`config.mk`:
```
export PLATFORM = sky130hd
export DESIGN_NAME = serial_sum_deserializer
export DESIGN_NICKNAME = d
export VERILOG_FILES = /design/src/rtl/serial_adder_pkg.sv /design/src/rtl/sipo_shift_reg.sv /design/src/rtl/serial_sum_deserializer.sv
export SDC_FILE = /design/constraint.sdc
export NUM_CORES = 1
export LEC_CHECK = 0
export CORE_MARGIN = 2
export CORE_UTILIZATION = 35
export CTS_CLUSTER_DIAMETER = 60
export CTS_CLUSTER_SIZE = 10
export DETAILED_ROUTE_END_ITERATION = 10
export HOLD_SLACK_MARGIN = 0.1
export PLACE_DENSITY = 0.75
export RECOVER_POWER = 25
export SLEW_MARGIN = 0
export SYNTH_ARGS = -nofsm -noshare
export SYNTH_HDL_FRONTEND = slang
export SYNTH_HIERARCHICAL = 1
export SYNTH_SLANG_ARGS = --single-unit
```
`constraint.sdc`:
```
create_clock -name clk -period 3.9 [get_ports clk]
set_input_delay 0.585 -clock clk [delete_from_list [all_inputs] [get_ports clk]]
set_output_delay 0.585 -clock clk [all_outputs]
set_load 0.02 [all_outputs]
```
`src/rtl/serial_adder_pkg.sv`:
```
// Shared types and helpers for the bit-serial adder datapath.
package serial_adder_pkg;

    typedef enum logic [1:0] {
        IDLE    = 2'd0,
        COLLECT = 2'd1,
        HOLD    = 2'd2
    } state_t;

    localparam int DEFAULT_WIDTH = 4;

    // Bit count width; never below 1 so the counter is always a legal vector.
    function automatic int cnt_width(input int w);
        return (w < 2) ? 1 : $clog2(w);
    endfunction

endpackage

```
`src/rtl/sipo_shift_reg.sv`:
```
// Serial-in parallel-out shift register, LSB-first stream entering at the MSB.
// A clear with shift_en set loads the incoming bit as the first bit of a new word.
module sipo_shift_reg
    import serial_adder_pkg::*;
#(
    parameter int WIDTH = DEFAULT_WIDTH
) (
    input  logic             clk,
    input  logic             rst_n,
    input  logic             clear,
    input  logic             shift_en,
    input  logic             din,
    output logic [WIDTH-1:0] q
);

    always_ff @(posedge clk or negedge rst_n) begin
        if (!rst_n) begin
            q <= '0;
        end else if (clear) begin
            q <= shift_en ? {din, {(WIDTH-1){1'b0}}} : '0;
        end else if (shift_en) begin
            q <= {din, q[WIDTH-1:1]};
        end
    end

endmodule

```
`src/rtl/serial_sum_deserializer.sv`:
```
// Collects the LSB-first serial sum stream into a parallel word plus final carry,
// presented on a valid/ready handshake. Define SERIAL_SUM_PARITY_EN for parity_out.
module serial_sum_deserializer
    import serial_adder_pkg::*;
#(
    parameter int WIDTH = DEFAULT_WIDTH
) (
    input  logic             clk,
    input  logic             rst_n,
    input  logic             start,
    input  logic             bit_valid,
    input  logic             sum_bit,
    input  logic             carry_bit,
    input  logic             out_ready,
    output logic [WIDTH-1:0] sum_word,
    output logic             carry_out,
    output logic             out_valid,
    output logic             busy,
    output logic             overrun
`ifdef SERIAL_SUM_PARITY_EN
    ,
    output logic             parity_out
`endif
);

    localparam int CW = cnt_width(WIDTH);
    localparam logic [CW-1:0] LAST_IDX = CW'(WIDTH - 1);

    state_t          state_reg, state_next;
    logic [CW-1:0]   count_reg;
    logic            carry_reg;
    logic            overrun_reg;
    logic            accept_start, shift_en, last_bit, drop_bit;

    // A start in HOLD only counts when the held result is consumed in the same cycle.
    always_comb begin
        accept_start = start && ((state_reg != HOLD) || out_ready);
        shift_en     = bit_valid && (accept_start || (state_reg == COLLECT));
        last_bit     = shift_en && !accept_start && (count_reg == LAST_IDX);
        drop_bit     = bit_valid && !shift_en;
    end

    always_ff @(posedge clk or negedge rst_n) begin
        if (!rst_n) state_reg <= IDLE;
        else        state_reg <= state_next;
    end

    always_comb begin
        state_next = state_reg;
        case (state_reg)
            IDLE:    if (accept_start) state_next = COLLECT;
            COLLECT: begin
                if (accept_start)  state_next = COLLECT;
                else if (last_bit) state_next = HOLD;
            end
            HOLD:    if (out_ready) state_next = accept_start ? COLLECT : IDLE;
            default: state_next = IDLE;
        endcase
    end

    always_comb begin
        busy      = (state_reg == COLLECT);
        out_valid = (state_reg == HOLD);
    end

    always_ff @(posedge clk or negedge rst_n) begin
        if (!rst_n) begin
            count_reg   <= '0;
            carry_reg   <= 1'b0;
            overrun_reg <= 1'b0;
        end else begin
            if (accept_start) begin
                count_reg   <= shift_en ? CW'(1) : '0;
                carry_reg   <= 1'b0;
                overrun_reg <= 1'b0;
            end else begin
                if (last_bit) begin
                    count_reg <= '0;
                    carry_reg <= carry_bit;
                end else if (shift_en) begin
                    count_reg <= count_reg + 1'b1;
                end
                if (drop_bit) overrun_reg <= 1'b1;
            end
        end
    end

    sipo_shift_reg #(
        .WIDTH (WIDTH)
    ) u_sipo (
        .clk      (clk),
        .rst_n    (rst_n),
        .clear    (accept_start),
        .shift_en (shift_en),
        .din      (sum_bit),
        .q        (sum_word)
    );

    assign carry_out = carry_reg;
    assign overrun   = overrun_reg;

`ifdef SERIAL_SUM_PARITY_EN
    logic parity_reg;

    // Running XOR of every accepted sum bit, folding in the carry with the last bit.
    always_ff @(posedge clk or negedge rst_n) begin
        if (!rst_n)            parity_reg <= 1'b0;
        else if (accept_start) parity_reg <= shift_en & sum_bit;
        else if (shift_en)     parity_reg <= parity_reg ^ sum_bit ^ (last_bit & carry_bit);
    end

    assign parity_out = parity_reg;
`endif

endmodule

```
After elaboration in Yosys (flattened, before gate mapping). Index checks and enable logic that the tools add are counted.

Add/sub/neg operators: 1. Eq/ne operators: 7. Multiplexer cells: 17. Reduce and logical (&&, ||, !) cells: 15.

Operator list (number): $mux 2 (7); $mux 4 (3); $mux 1 (6); $ne 2x2->1 const B (3); $pmux 2 s3 (1); $reduce_bool 2->1 (3); $logic_and 1x1->1 (5); $eq 2x2->1 const B (2); $ne 3x1->1 const B (1); $reduce_and 3->1 (1); $reduce_bool 3->1 (1); $add 2x1->2 const B (1); $eq 2x1->1 const B (1); $logic_not 1->1 (2); $logic_not 2->1 (1); $logic_or 1x1->1 (2).

Register bits: 10. Input bits: 7. Output and inout bits: 8. Word-level logic and storage cells: 45.

Longest topological paths before layout. Gate-level depths: netlist (run 1).

Depth in word-level cells: 10. Mapped depth: 6.

By module. Netlist (run 1), hierarchy kept.

Modules (own cells, without submodules): serial_sum_deserializer (times used 1, cells an instance 34, area an instance 331.6 µm², sequential area each 150.1 µm²); sipo_shift_reg (times used 1, cells an instance 14, area an instance 161.4 µm², sequential area each 100.1 µm²).

Worst setup path after synthesis (run 1). OpenSTA, ideal clock, no wires.

Kind: input-to-reg. From: input out_ready. To: register u_sipo.q[2]. Arrival time: 1.537 ns. Data required time: 3.770 ns. Setup slack: 2.233 ns. Stages: 6. Path through: nor3b_1 > nor2_1 > o21a_1 > clkbuf_2 > mux2i_1 > nor2_1.

Longest elaborated chain between the ends: 5. Elaborated cells on any way between the ends: 6. Classes of those cells: 1 x mux; 5 x reduce/logical.

RTL lines: from (decl) (line serial_sum_deserializer.sv:14) `input logic out_ready,`; $logic_or 1x1->1 (line serial_sum_deserializer.sv:37) `accept_start = start && ((state_reg != HOLD) || out_ready);`; $logic_and 1x1->1 (line serial_sum_deserializer.sv:37); via accept_start (line serial_sum_deserializer.sv:33) `logic accept_start, shift_en, last_bit, drop_bit;`; $logic_or 1x1->1 (line serial_sum_deserializer.sv:38) `shift_en = bit_valid && (accept_start || (state_reg == COLLECT));`; $logic_and 1x1->1 (line serial_sum_deserializer.sv:38); via shift_en (line serial_sum_deserializer.sv:33); $reduce_bool 2->1 (no source line); to (signal assigned) (line sipo_shift_reg.sv:20) `q <= shift_en ? {din, {(WIDTH-1){1'b0}}} : '0;`; to (signal assigned) (line sipo_shift_reg.sv:22) `q <= {din, q[WIDTH-1:1]};`; to (decl) (line sipo_shift_reg.sv:13) `output logic [WIDTH-1:0] q`.

The timed path passes the listed nets, and every way through them passes these cells. A chain may end at the register's enable or synchronous reset.

Worst setup path after layout (run 1).
From: register state_reg[1]. To: output busy.

Longest elaborated chain between the ends: 1.

RTL lines: from (decl) (line serial_sum_deserializer.sv:29) `state_t state_reg, state_next;`; from (signal assigned) (line serial_sum_deserializer.sv:45) `else state_reg <= state_next;`; $eq 2x1->1 (line serial_sum_deserializer.sv:62) `busy = (state_reg == COLLECT);`; to (decl) (line serial_sum_deserializer.sv:18) `output logic busy,`.

Every way passes these cells.

==> reports/qor.csv, run 1 <==
metric,value,unit
filler_cell_count,128,
mostFrequentLayoutCell,clkdlybuf4s50_1,
via_per_inst,5.05,
io_buffers,14,
antenna_found_initial,0,
postSynthCellCount,48,
yosysWarnings,6,
syn-num-nets,56,
synthToLayoutAreaGrowth,38.6,%
preCtsSetupSlack,1.62,ns
cts_buffers,3,
slew_headroom,68.9,%
tns,0,ns
die-height,41.5,um
tightestPinTransition,0.465,ns
hold_violations,0,
yosysUniqueCellTypes,21,
cp.required,3.31,ns
clock_latency,0.27,ns
reg2reg_slack,2.16,ns
pwr_density_cell,414,nW/um2
cts-root-buf,clkbuf_4,
grt-ovfl-total,0,
fin_crit,2.19,ns
io_pins,15,
skew,0.0126,ns
ctsHoldBuffers,0,
netlist.area_leader.share,50.8,%
clockBufferDepth,2,
cts_tree,done,
max_freq,0.458,GHz
h-tree-depth,1,
cp.arrival,1.60,ns
drc_errors,0,
num-nets-final,74,
finalSetupViolations,0,
drtPass1Iterations,3,
synth_area,493,um2
path_max_fanout,7,
post_cts_buffers,0,
avgSynthCellArea,10.3,um2
wirelength,915,um
antenna_cells,0,
status,finished clean,
ant_nets,0,
cts-resized-gates,0,
crit_path_start_kind,flip-flop,
drive_gt1_share,10.8,%
peakVddDrop,0.286,mV
end_kind,primary output,
synth.largest_area_cell,dfrtp_1,
grt_max_degree,11,
maxSlewViolCount,0,
critPathKind,flip-flop to primary output,
num_rows,13,
largest_reg_flops,4,
maxCapViolations,0,
grt_pass1_wl,1410,um
final.setup.worst_slack,1.71,ns
clock_sinks,10,
rsz0062_at_grt,false,
p_leak,0.304,nW
clk_pin_slew,0.07,ns
gp_congestion,0.701,
synthTopCellsByArea,"dfrtp_1 51%, mux2i_1 10%, o21ai_0 4.1%",
chipWidth,41.5,um
grt_pass1_vias,325,
vias,404,
synth_seq_cells,10,
yosysSeqAreaShare,50.8,%
first_iter_violations,3,
fin_crit_sh,56.0,%
grtUsageTotal,10.9,%
die_area,1720,um2
hpwl,684,um
final_cell_mix,"13 x clkdlybuf4s50_1, 10 x dfrtp_1, 5 x nor2_1, 5 x mux2i_1",
start_util,37.9,%
hold_class,flip-flop to flip-flop,
avgRoutedWirePerCell,11.4,um
core_area,1300,um2
## synthesized netlist by cell type
| library cell | instances |
|---|---|
| nand2_1 | 4 |
| nand4b_1 | 1 |
| nor2_1 | 5 |
| a21oi_1 | 2 |
| and2b_2 | 1 |
| o21a_1 | 1 |
| or4b_1 | 1 |
| dfrtp_1 | 10 |
| mux2i_1 | 5 |
| or3b_2 | 1 |
| o22ai_1 | 1 |
| nand2b_1 | 1 |
| nand2b_2 | 1 |
| nand3_1 | 3 |
| ha_1 | 1 |
| o21ai_0 | 4 |
| clkbuf_2 | 1 |
| nand3b_1 | 1 |
| o311ai_0 | 1 |
| nor3b_1 | 1 |
| inv_1 | 2 |
## critical path, cell delays in order, from the launching register on
cell,delay [ns]
dfrtp_1,0.43
nand2b_2,0.21
inv_1,0.08
clkdlybuf4s50_1,0.60
## cell families after synthesis
| kind of cell | Yosys count | synth area share (%) |
|---|---|---|
| multiplexers | 5 | 10.2 |
| flip-flops | 10 | 50.8 |
| AO/OA/AOI/OAI | 9 | 10.7 |
| adder cells (fa/ha/maj) | 1 | 2.54 |
| AND/OR/NAND/NOR | 20 | 23.4 |
| buffers and inverters | 3 | 2.54 |
## routing by layer
| layer | routed length [um] | global-route usage [%] | vias up |
|---|---|---|---|
| li1 | - | - | 205 |
| met1 | 455 | 15.1 | 190 |
| met2 | 416 | 13.8 | 7 |
| met3 | 35 | 5.22 | 2 |
| met4 | 8 | 5.81 | 0 |
| met5 | 0 | 0 | - |
## layout make-up
type,instances,area [um2],area share [%]
Clock buffer,4,36.3,5.31
Inverter,2,7.51,1.10
Multi-Input combinational cell,35,230,33.7
Sequential cell,10,250,36.6
Tap cell,15,18.8,2.75
Timing Repair Buffer,14,140,20.5
## path summary, 6_finish.rpt
path                                          start                        to  cells after the start
max                        state_reg[1]$_DFFE_PN0P_                      busy                      3
min                             overrun$_DFFE_PN0P_       overrun$_DFFE_PN0P_                      2
max reg2reg                state_reg[0]$_DFFE_PN0P_   u_sipo/q[0]$_DFFE_PN0P_                      5
min reg2reg                     overrun$_DFFE_PN0P_       overrun$_DFFE_PN0P_                      2
max in group asynchronous                     rst_n  count_reg[0]$_DFFE_PN0P_                      1
min in group asynchronous                     rst_n  state_reg[1]$_DFFE_PN0P_                      1
## metrics by stage
step | cells | total power (W) | hold slack (ns) | utilization, % | cell area (um2)
2_1_floorplan | 48 | 0.000163 | 0.289 | - | 493
3_3_place_gp | 76 | 0.000190 | 0.477 | 49.7 | 647
3_5_place_dp | 76 | 0.000192 | 0.485 | 49.7 | 647
4_1_cts | 80 | 0.000287 | 0.505 | 52.5 | 683
5_1_grt | 80 | 0.000298 | 0.540 | 52.5 | 683
6_report | 80 | 0.000283 | 0.499 | 52.5 | 683
## report_power, final
group          switching [W]  leakage (nW)  internal (W)
Clock              0.0000373        0.0210     0.0000567
Combinational      0.0000310         0.153     0.0000326
Sequential         0.0000107         0.130      0.000115
Power figures use the tool's default switching activity.
==> inputs of run 2 (changes only) <==
clock period = 2.1 ns   (was 3.9 ns; I/O delays follow)
==> reports/qor.csv, run 2 (synthesis gave the netlist of run 1 again) <==
metric,value,unit
status,finished clean,
mostFrequentLayoutCell,clkdlybuf4s50_1,
maxSlewViolCount,0,
path_max_fanout,7,
cp.buffers_inverters,2,
num-nets-final,76,
ant_nets,0,
num_rows,13,
via_per_inst,5.12,
rr_worst_depth,5,
p_sw,0.000148,W
die-height,41.5,um
power_frac_seq,44.0,%
rr_startpoint,state_reg[0]$_DFFE_PN0P_,
clockBufferDepth,2,
filler_cell_count,120,
drtPass1Iterations,4,
fin_crit,1.90,ns
finalSetupViolations,0,
drive_gt1_share,13.4,%
hold_class,primary input to async pin,
cp.arrival,1.58,ns
p_leak,0.314,nW
cp.required,1.78,ns
synthToLayoutAreaGrowth,41.6,%
hpwl,708,um
clock_sinks,10,
final.setup.worst_slack,0.201,ns
cts_buffers,3,
post_cts_buffers,0,
vias,420,
swShare,28.0,%
grt_pass1_wl,1690,um
die_area,1720,um2
wirelength,965,um
core_area,1300,um2
grt-ovfl-total,0,
pwr_density_cell,757,nW/um2
io_pins,15,
fin_crit_sh,90.4,%
avgRoutedWirePerCell,11.8,um
first_iter_violations,7,
peakVddDrop,0.446,mV
preCtsSetupSlack,0.306,ns
power_frac_clock,33.3,%
tightestPinTransition,0.441,ns
cpLargestDelayFamily,buffers and inverters,
comb_power_share,22.7,%
slew_headroom,70.5,%
area.sequential,250,um2
cts_tree,done,
cp_cell_sequence,nand2b_2 -> inv_1 -> clkdlybuf4s50_1,
largest_reg_flops,4,
cp-startpoint,state_reg[1]$_DFFE_PN0P_,
ctsHoldBuffers,0,
drc_errors,0,
grt_max_degree,11,
clk_pin_slew,0.07,ns
critPathKind,flip-flop to primary output,
critical_path_cell_count,3,
slowest_delay,0.60,ns
io_buffers,14,
max_freq,0.527,GHz
end_kind,primary output,
cts-root-buf,clkbuf_4,
gp_congestion,0.786,
p_int,0.000381,W
final_cell_mix,"13 x clkdlybuf4s50_1, 10 x dfrtp_1, 5 x nor2_1, 5 x mux2i_1",
clock_latency,0.27,ns
grt_pass1_vias,394,
h-tree-depth,1,
crit_path_start_kind,flip-flop,
tns,0,ns
antenna_found_initial,0,
maxCapViolations,0,
reg2reg_to,u_sipo/q[1]$_DFFE_PN0P_,
reg2reg_slack,0.65,ns
start_util,37.9,%
hold_violations,0,
finalPower,0.000528,W
cts-resized-gates,0,
antenna_cells,0,
multiInputGateArea,230,um2
chipWidth,41.5,um
cpMaxStageDelayCell,clkdlybuf4s50_1,
grtUsageTotal,13.2,%
skew,0.00171,ns
rsz0062_at_grt,false,
## run 2: cell types whose count changed in the layout (fill, tap and decap cells not counted), sizes merged
cell  change
buf       +2
## run 2: how the worst max path moves through the flow
| stage | to | slack, ns |
|---|---|---|
| after floorplan | u_sipo/q[2]$_DFFE_PN0P_ | 0.55 |
| after global placement | u_sipo/q[1]$_DFFE_PN0P_ | 0.33 |
| after detailed placement | u_sipo/q[1]$_DFFE_PN0P_ | 0.31 |
| after CTS | busy | 0.19 |
| after global routing | busy | 0.14 |
| final | busy | 0.20 |
## run 2: final cells by class
| cell class | count | area share (%) |
|---|---|---|
| Inverter | 2 | 1.08 |
| Tap cell | 15 | 2.69 |
| Sequential cell | 10 | 35.8 |
| Multi-Input combinational cell | 35 | 33.0 |
| Clock buffer | 4 | 5.20 |
| Timing Repair Buffer | 16 | 22.2 |
## run 2: metal layers
layer  GRT usage [%]  share of wire [%]
met1            15.7                 44
met3            1.30                2.6
met5               0                  0
met2            20.0                 48
met4            13.5                4.6
## run 2: metrics by stage
step / hold WS, ns / cell area, um2 / cells / util (%)
floorplan: 0.0194 / 493 / 48 / -
global placement: 0.479 / 662 / 78 / 50.9
detailed placement: 0.505 / 662 / 78 / 50.9
CTS: 0.365 / 698 / 82 / 53.7
global route: 0.461 / 698 / 82 / 53.7
finish: 0.420 / 698 / 82 / 53.7
## run 2: worst reg2reg max path, stage by stage, from the launching register on
cell and delay, ns:
dfrtp_1 0.46, nor3b_1 0.30, nor2_1 0.09, o21a_1 0.26
mux2i_1 0.18, nor2_1 0.06
## run 2: power by group through the flow
stage / registers (W) / logic, W / clock network, W
2_1_floorplan: 0.000242 / 0.0000617 / 0
3_3_place_gp: 0.000236 / 0.000119 / 0
3_5_place_dp: 0.000236 / 0.000121 / 0
4_1_cts: 0.000233 / 0.000121 / 0.000180
5_1_grt: 0.000237 / 0.000132 / 0.000187
6_report: 0.000233 / 0.000120 / 0.000176
==> edit, RTL diff (config.mk and constraints of run 2) <==
Add a define of `SERIAL_SUM_PARITY_EN`.
--- a/src/rtl/serial_sum_deserializer.sv
+++ b/src/rtl/serial_sum_deserializer.sv
@@ -1,4 +1,6 @@
 // Collects the LSB-first serial sum stream into a parallel word plus final carry,
 // presented on a valid/ready handshake. Define SERIAL_SUM_PARITY_EN for parity_out.
+`define SERIAL_SUM_PARITY_EN
+
 module serial_sum_deserializer
     import serial_adder_pkg::*;
Behaviour (old outputs only; new: parity_out): unchanged (Yosys induction, for registers that start in step).
==> edit against run 2 <==
Sequential power is 5% higher. Fmax is 0.44% lower. Setup slack worse by 0.0085 ns. Combinational power is 3% higher. Via count is 21% higher. Sequential cell count is 1 higher. Wire length is 28% higher. First-iteration DRC count is 71% higher. Synthesized area is 19% higher. Cell count is 17% higher. Design area is 13% higher. Total power is 2.8% lower. Global-route usage is 1.5 points higher.
==> edit: results (changes against run 2) <==
* DP Wirelength at 906 um (+28%)
* Via count of the first global-routing pass at 422 (+7.1%)
* Total wire length at 1.24 mm (+28%)
* Status: finished, final reports clean
* IO Port Bufs at 15 (+1)
* Gr usage total at 14.7% (+1.5 points)
* Initial drt markers at 12 (+5)
* # fillers at 151 (+26%)
* Post-placement cell area at 759 sq um (+15%)
* Vias per cell at 5.29 (+3.3%)
* Layout Skew at 0.00200 ns (+0.000290 ns)
* Pleak at 0.331 nW (+5.3%)
* Worst-Margin Slew at 0.677 ns (+0.236 ns)
* CP max FO at 6 (-1)
* Worst Hold Slack at 0.451 ns (+0.0307 ns)
* Syn Nets at 70 (+25%)
* Met3 Use GR at 7.60% (+6.3 points)
* First-pass GRT wire length at 2.01 mm (+19%)
* Most area-consuming cells after synthesis: dfrtp_1 47%, mux2i_1 5.1%, nand2_1 3.8%, a21oi_1 3.4%, o21ai_0 3.4%
* Worst vdd ir at 380 uV (-15%)
* Distinct cells, synth at 28 (+33%)
* R2R Setup Slk at 0.36 ns (-0.29 ns)
* Largest net degree at the start of global routing at 12 (+1)
* GR met2 Demand/Resource at 19.7% (-0.29 points)
* Maximum root-to-sink buffer count at 2 (unchanged)
* Post-synth top cells: 11 x dfrtp_1, 6 x nand2_1, 5 x nor2_1
* Hold Fails Final Rpt at 0 (unchanged)
* Gp weighted congestion at 0.813 (+3.4%)
* GRT met1 Usage at 20.0% (+4.3 points)
* Post-synthesis sequential area ratio at 46.8% (-4.0 points)
==> edit: worst max-delay path by stage <==
stage / cells past startpoint / slack (ns) / to
after global routing: 3 / 0.09 / busy
after global placement: 6 / 0.11 / u_sipo/q[2]
after CTS: 3 / 0.18 / busy
after detailed placement: 6 / 0.04 / u_sipo/q[1]
after floorplan: 6 / 0.68 / u_sipo/q[2]
final: 3 / 0.19 / busy
==> edit: per-stage QoR <==
step	setup WS [ns]	total power [mW]	cells
after floorplan	0.678	0.320	62
after global placement	0.111	0.369	92
after detailed placement	0.0393	0.372	92
after CTS	0.177	0.524	96
after global routing	0.0875	0.551	96
final	0.193	0.513	96
==> edit: logic make-up (layout without fill, tap and decap cells) <==
family	Yosys count	count (layout)	synth area share (%)
xor gates and xnor gates	2	2	2.98
adders and majority gates	1	1	2.13
and+or+nand+nor	23	23	20.4
muxes	3	3	5.11
AOI/OAI and AO/OA	14	14	16.6
buffers and inverters	8	26	5.96
DFF	11	11	46.8
==> edit: cell type report <==
cell class	instances	area [sq um]	area share [%]
inverters	5	21.3	2.70
clock inverters	1	5.00	0.636
well taps	16	20.0	2.54
clock buffers	3	22.5	2.86
repair buffers	17	165	21.0
multi-input cells	43	278	35.3
flip-flops and latches	11	275	35.0
==> edit: power breakdown <==
group	switching [mW]	internal (mW)
logic	0.0629	0.0606
clock network	0.0755	0.0706
registers	0.0157	0.228
total	0.154	0.359
==> edit: worst max-delay path, stage by stage (launching register included) <==
cell             delay, ns
dfrtp_1               0.43
nand2b_1              0.23
inv_1                 0.08
clkdlybuf4s50_1       0.59
==> edit: routing by layer <==
| layer | wire length, um | vias up |
|---|---|---|
| met1 | 576 | 233 |
| met4 | 7 | 0 |
| met2 | 558 | 19 |
| li1 | - | 252 |
| met5 | 0 | - |
| met3 | 95 | 4 |
